<file path="src/rtl/nibble_pkg.sv">
// Shared types for the nibble-serial adder: nibble width, nibble type and FSM states.
package nibble_pkg;

  localparam int NIBBLE_W = 4;

  typedef logic [NIBBLE_W-1:0] nibble_t;

  typedef enum logic [1:0] {
    IDLE = 2'd0,
    RUN  = 2'd1,
    DONE = 2'd2
  } state_t;

endpackage

</file>
<file path="src/rtl/nibble_add4.sv">
// 4-bit combinational ripple-carry adder; the only adder in the serial datapath.
module nibble_add4
  import nibble_pkg::*;
(
  input  nibble_t a,
  input  nibble_t b,
  input  logic    cin,
  output nibble_t s,
  output logic    cout
);

  logic [NIBBLE_W:0] c;

  assign c[0] = cin;

  for (genvar i = 0; i < NIBBLE_W; i++) begin : g_bit
    assign s[i]   = a[i] ^ b[i] ^ c[i];
    assign c[i+1] = (a[i] & b[i]) | (c[i] & (a[i] ^ b[i]));
  end

  assign cout = c[NIBBLE_W];

endmodule

</file>
<file path="src/rtl/nibble_serial_adder.sv">
// Nibble-serial W-bit adder: one nibble per cycle through a shared 4-bit adder.
// Optional ovf output is built when NIBBLE_SERIAL_OVF_FLAG_EN is defined.
//
// Handshakes: an input transfer happens on a rising edge where in_valid && in_ready;
// an output transfer happens on a rising edge where out_valid && out_ready. Producers
// hold their payload stable while valid is high and not yet accepted.
module nibble_serial_adder
  import nibble_pkg::*;
#(
  parameter int NIBBLES = 4
) (
  input  logic                          clk,
  input  logic                          rst,
  input  logic                          in_valid,
  output logic                          in_ready,
  input  logic [NIBBLE_W*NIBBLES-1:0]   a,
  input  logic [NIBBLE_W*NIBBLES-1:0]   b,
  input  logic                          cin,
  output logic                          out_valid,
  input  logic                          out_ready,
  output logic [NIBBLE_W*NIBBLES-1:0]   sum,
  output state_t                        state,
  output logic                          cout
`ifdef NIBBLE_SERIAL_OVF_FLAG_EN
  ,
  output logic                          ovf
`endif
);

  localparam int W = NIBBLE_W * NIBBLES;
  localparam int IDX_W = $clog2(NIBBLES);
  localparam logic [IDX_W-1:0] LAST_IDX = IDX_W'(NIBBLES - 1);

  state_t           state_q;
  logic [IDX_W-1:0] idx;
  logic             carry;
  logic [W-1:0]     a_q;
  logic [W-1:0]     b_q;

  nibble_t nib_a;
  nibble_t nib_b;
  nibble_t nib_s;
  logic    nib_c;

  assign nib_a = a_q[int'(idx)*NIBBLE_W +: NIBBLE_W];
  assign nib_b = b_q[int'(idx)*NIBBLE_W +: NIBBLE_W];
  assign state = state_q;

  nibble_add4 u_add4 (
    .a    (nib_a),
    .b    (nib_b),
    .cin  (carry),
    .s    (nib_s),
    .cout (nib_c)
  );

  always_ff @(posedge clk) begin
    if (rst) begin
      state_q   <= IDLE;
      idx       <= '0;
      carry     <= 1'b0;
      a_q       <= '0;
      b_q       <= '0;
      sum       <= '0;
      cout      <= 1'b0;
`ifdef NIBBLE_SERIAL_OVF_FLAG_EN
      ovf       <= 1'b0;
`endif
      in_ready  <= 1'b1;
      out_valid <= 1'b0;
    end else begin
      case (state_q)
        IDLE: begin
          if (in_valid) begin
            a_q      <= a;
            b_q      <= b;
            carry    <= cin;
            idx      <= '0;
            in_ready <= 1'b0;
            state_q  <= RUN;
          end
        end
        RUN: begin
          sum[int'(idx)*NIBBLE_W +: NIBBLE_W] <= nib_s;
          carry <= nib_c;
          // Final nibble: latch the flags and hold idx so it never wraps.
          if (idx == LAST_IDX) begin
            cout      <= nib_c;
`ifdef NIBBLE_SERIAL_OVF_FLAG_EN
            ovf       <= nib_a[NIBBLE_W-1] ^ nib_b[NIBBLE_W-1] ^ nib_s[NIBBLE_W-1] ^ nib_c;
`endif
            out_valid <= 1'b1;
            state_q   <= DONE;
          end else begin
            idx <= idx + 1'b1;
          end
        end
        DONE: begin
          if (out_ready) begin
            out_valid <= 1'b0;
            in_ready  <= 1'b1;
            state_q   <= IDLE;
          end
        end
        default: begin
          out_valid <= 1'b0;
          in_ready  <= 1'b1;
          state_q   <= IDLE;
        end
      endcase
    end
  end

endmodule

</file>
<file path="config.mk">
export PLATFORM = sky130hd
export DESIGN_NAME = nibble_serial_adder
export DESIGN_NICKNAME = d
export VERILOG_FILES = /design/src/rtl/nibble_pkg.sv /design/src/rtl/nibble_add4.sv /design/src/rtl/nibble_serial_adder.sv
export SDC_FILE = /design/constraint.sdc
export NUM_CORES = 1
export LEC_CHECK = 0
export BUFFER_PORTS_ARGS = -buffer_cell sky130_fd_sc_hd__buf_4
export CORE_MARGIN = 2
export CORE_UTILIZATION = 39
export DETAILED_ROUTE_END_ITERATION = 10
export PLACE_DENSITY_LB_ADDON = 0.08
export SYNTH_ARGS = -nofsm -noshare
export SYNTH_HDL_FRONTEND = slang
export SYNTH_SLANG_ARGS = --single-unit
</file>
<file path="constraint.sdc">
create_clock -name clk -period 3.6 [get_ports clk]
set_input_delay 0.72 -clock clk [delete_from_list [all_inputs] [get_ports clk]]
set_output_delay 0.72 -clock clk [all_outputs]
set_load 0.005 [all_outputs]
</file>
==> summary.md <==
| Metric | Value |
|---|---|
| DRC Markers | `0` |
| Initial Util | `40.1%` |
| Max Slew Vio Count | `0` |
| Total clock buffers created by CTS | `5` |
| Switching power total | `306 µW` |
| Vias in the first global route | `2,003` |
| Drt first-iter violations | `56` |
| Post-synth ARST share | `0%` |
| Chip Height | `84.8 µm` |
| Setup crit end kind | `flop` |
| CTS tree | `yes` |
| Register clock-pin slew on the reported worst setup and hold paths | `0.09 ns` |
| First-pass DRT Iterations | `4` |
| H-tree lvl count | `2` |
| Critical path required time | `3.84 ns` |
| RSZ-0062 raised after global routing | `no` |
| Clk network pwr share | `30.2%` |
| Vias | `2,038` |
| Post-CTS setup repair buffer count | `0` |
| Setup TNS Final | `0 ns` |
| Outcome | `completed` |
| Area after DPL | `2970 µm²` |
| Reg-to-Reg End | `sum[6]` |
| Min Tclk post-route | `3.01 ns` |
| Nets | `375` |
| Power Dens Cells | `395 nW/µm²` |
| Final WL | `5550 µm` |
| Clock buffer depth | `2` |
| CP max FO | `8` |
| Synth warn | `0` |
| CTS Root Cell | `clkbuf_8` |
| DRT antenna net count | `0` |
| Filler-free cell count of the finished design | `405` |
| Static Leakage | `0.00121 µW` |
| Largest net degree at the start of global routing | `65` |
| Cts hold-fix bufs | `0` |
| R2R depth | `7` |
| Most numerous cell in the Yosys netlist | `nand2_1` |
| Seq cells post-synth | `56` |
| Drt wl/cell | `13.7 µm` |
| Post-synthesis sequential area ratio | `44.0%` |
| Resized cells post-CTS | `0` |
| Worst setup SP type | `flop` |
| Global-route wire length before repair | `9480 µm` |
| Clk_skew | `0.00955 ns` |
| Slew at the pin closest to its max-slew limit | `0.640 ns` |
| Top post-synthesis cells by area | `dfxtp_1 (44%), nand2_1 (11%), a21oi_1 (8.4%)` |
| Core Box Area | `6350 µm²` |
| Io pins | `58` |
| Max-Cap Viols | `0` |
| Die X | `84.8 µm` |
| Dpl hpwl | `3930 µm` |
| Comb power frac | `14.5%` |
| Post-synth EDFFs | `0` |
| Synth unique cells | `33` |
| R2R Setup Slk | `0.59 ns` |
| Antenna violations before repair | `0` |
| Overflow after GRT | `0` |
| Final setup fails | `0` |
| Sequential Power Share | `55.3%` |
| Worst min-delay path class | `flop to flop` |
| CP Data Arrival Time | `3.25 ns` |
| Inserted Diodes | `0` |
| All-Layer GR Usage | `16.4%` |
| Reg-to-Reg Start | `idx[0]` |
| Clock Sinks | `56` |
| Maximum vdd drop | `0.000189 V` |
| Fin crit share | `83.5%` |
| Synth area leader | `dfxtp_1` |
| Worst Min Path Start | `b_q[14]` |
| Post-layout instance area | `3070 µm²` |
| FMAX | `0.333 GHz` |
| Full die area | `7190 µm²` |
| Pint | `906 µW` |
| Syn Std Cell Area | `2550 µm²` |
| Input/output buffers | `57` |
| Synth top cells by count | `nand2_1 (74), dfxtp_1 (56), a21oi_1 (43)` |
| Hold endpoint | `b_q[14]` |
| Synthesized Nets | `328` |
| Layout cells sized above 1 | `25.0%` |
| Sw Share | `25.3%` |
| Ys flop type | `dfxtp_1` |
| Clock Latency Late Sink | `0.31 ns` |
| Slew headroom | `57.3%` |
| Critical path type | `flop to flop` |
| Drt via density | `5.03` |
| Area grow syn2layout | `20.3%` |
| Area share of the largest cell type after synthesis | `44.0%` |
| Final hold vios | `0` |
| # rows | `29` |
| Mapped Cells | `281` |
| Syn_area_per_cell | `9.07 µm²` |
| Gpl congestion | `0.729` |
| Placed Cells | `398` |
| Worst hold stages | `2` |
-- critical path: stages (launching register included) --
cell	delay (ns)
dfxtp_1	0.58
mux4_2	0.58
fa_1	0.39
inv_1	0.07
fa_1	0.19
fa_1	0.47
or4_1	0.52
a21oi_1	0.14
-- metrics by stage --
| stage | hold WS, ns | util [%] | setup slack, ns | total power, µW |
|---|---|---|---|---|
| 2_1_floorplan | 0.433 | - | 0.632 | 801 |
| 3_3_place_gp | 0.442 | 46.8 | 0.621 | 862 |
| 5_1_grt | 0.486 | 48.3 | 0.379 | 1280 |
| 4_1_cts | 0.461 | 48.3 | 0.562 | 1230 |
| 3_5_place_dp | 0.448 | 46.8 | 0.584 | 864 |
| 6_report | 0.457 | 48.3 | 0.594 | 1210 |
-- flip-flops by register name, summed over array words and instances, names as in the netlist --
signal     cells
carry          1
a_q           16
in_ready       1
cout           1
idx            2
b_q           16
sum           16
state          2
out_valid      1
-- layer usage --
metal | track usage (%) | wire length [µm]
met4 | 4.76 | 69
met5 | 0 | 0
met3 | 3.40 | 193
met2 | 27.3 | 2710
met1 | 21.5 | 2590
-- power by group through the flow --
stage	Sequential (µW)	Combinational [µW]	Clock [µW]
3_3_place_gp	685	177	0
4_1_cts	671	179	378
2_1_floorplan	672	129	0
3_5_place_dp	686	178	0
5_1_grt	675	199	404
6_report	670	176	366
-- cell families after synthesis --
kind of cell	count (synthesis)	synth area share, %
compound gates	57	13.4
fa+ha+maj	10	6.09
buf+inv	33	7.07
flops	56	44.0
mux	9	7.47
simple gates	116	22.0
-- placed cells by master (no fill, tap or decap), types with 3 or more instances in the layout --
master / netlist / final
nor2_1: 7 / 7
nand3_1: 3 / 3
inv_1: 12 / 12
nand2b_1: 9 / 9
ha_1: 6 / 6
o32ai_1: 9 / 9
dfxtp_1: 56 / 56
fa_1: 4 / 4
nand2_1: 74 / 74
clkbuf_8: 0 / 7
mux4_2: 8 / 8
a21oi_1: 43 / 43
buf_4: 5 / 60
nand3b_1: 5 / 5
-- worst max-delay path by stage --
stage	end	slack (ns)	start	depth (start not counted)
finish	sum[6]	0.59	idx[0]	7
global route	sum[6]	0.38	idx[0]	7
CTS	sum[6]	0.56	idx[0]	7
detailed placement	sum[6]	0.58	idx[0]	7
global placement	sum[6]	0.62	idx[0]	7
floorplan	sum[6]	0.63	idx[0]	9
-- final cells by class --
class                      instances  area (µm²)
sequential                        56        1120
clock buffer                       7        96.3
fill                             643        3280
inverter                          13        48.8
multi-input combinational        192        1250
timing repair buffer              60         450
tap                               77        96.3
No activity file was read; power rests on OpenSTA's default activity.
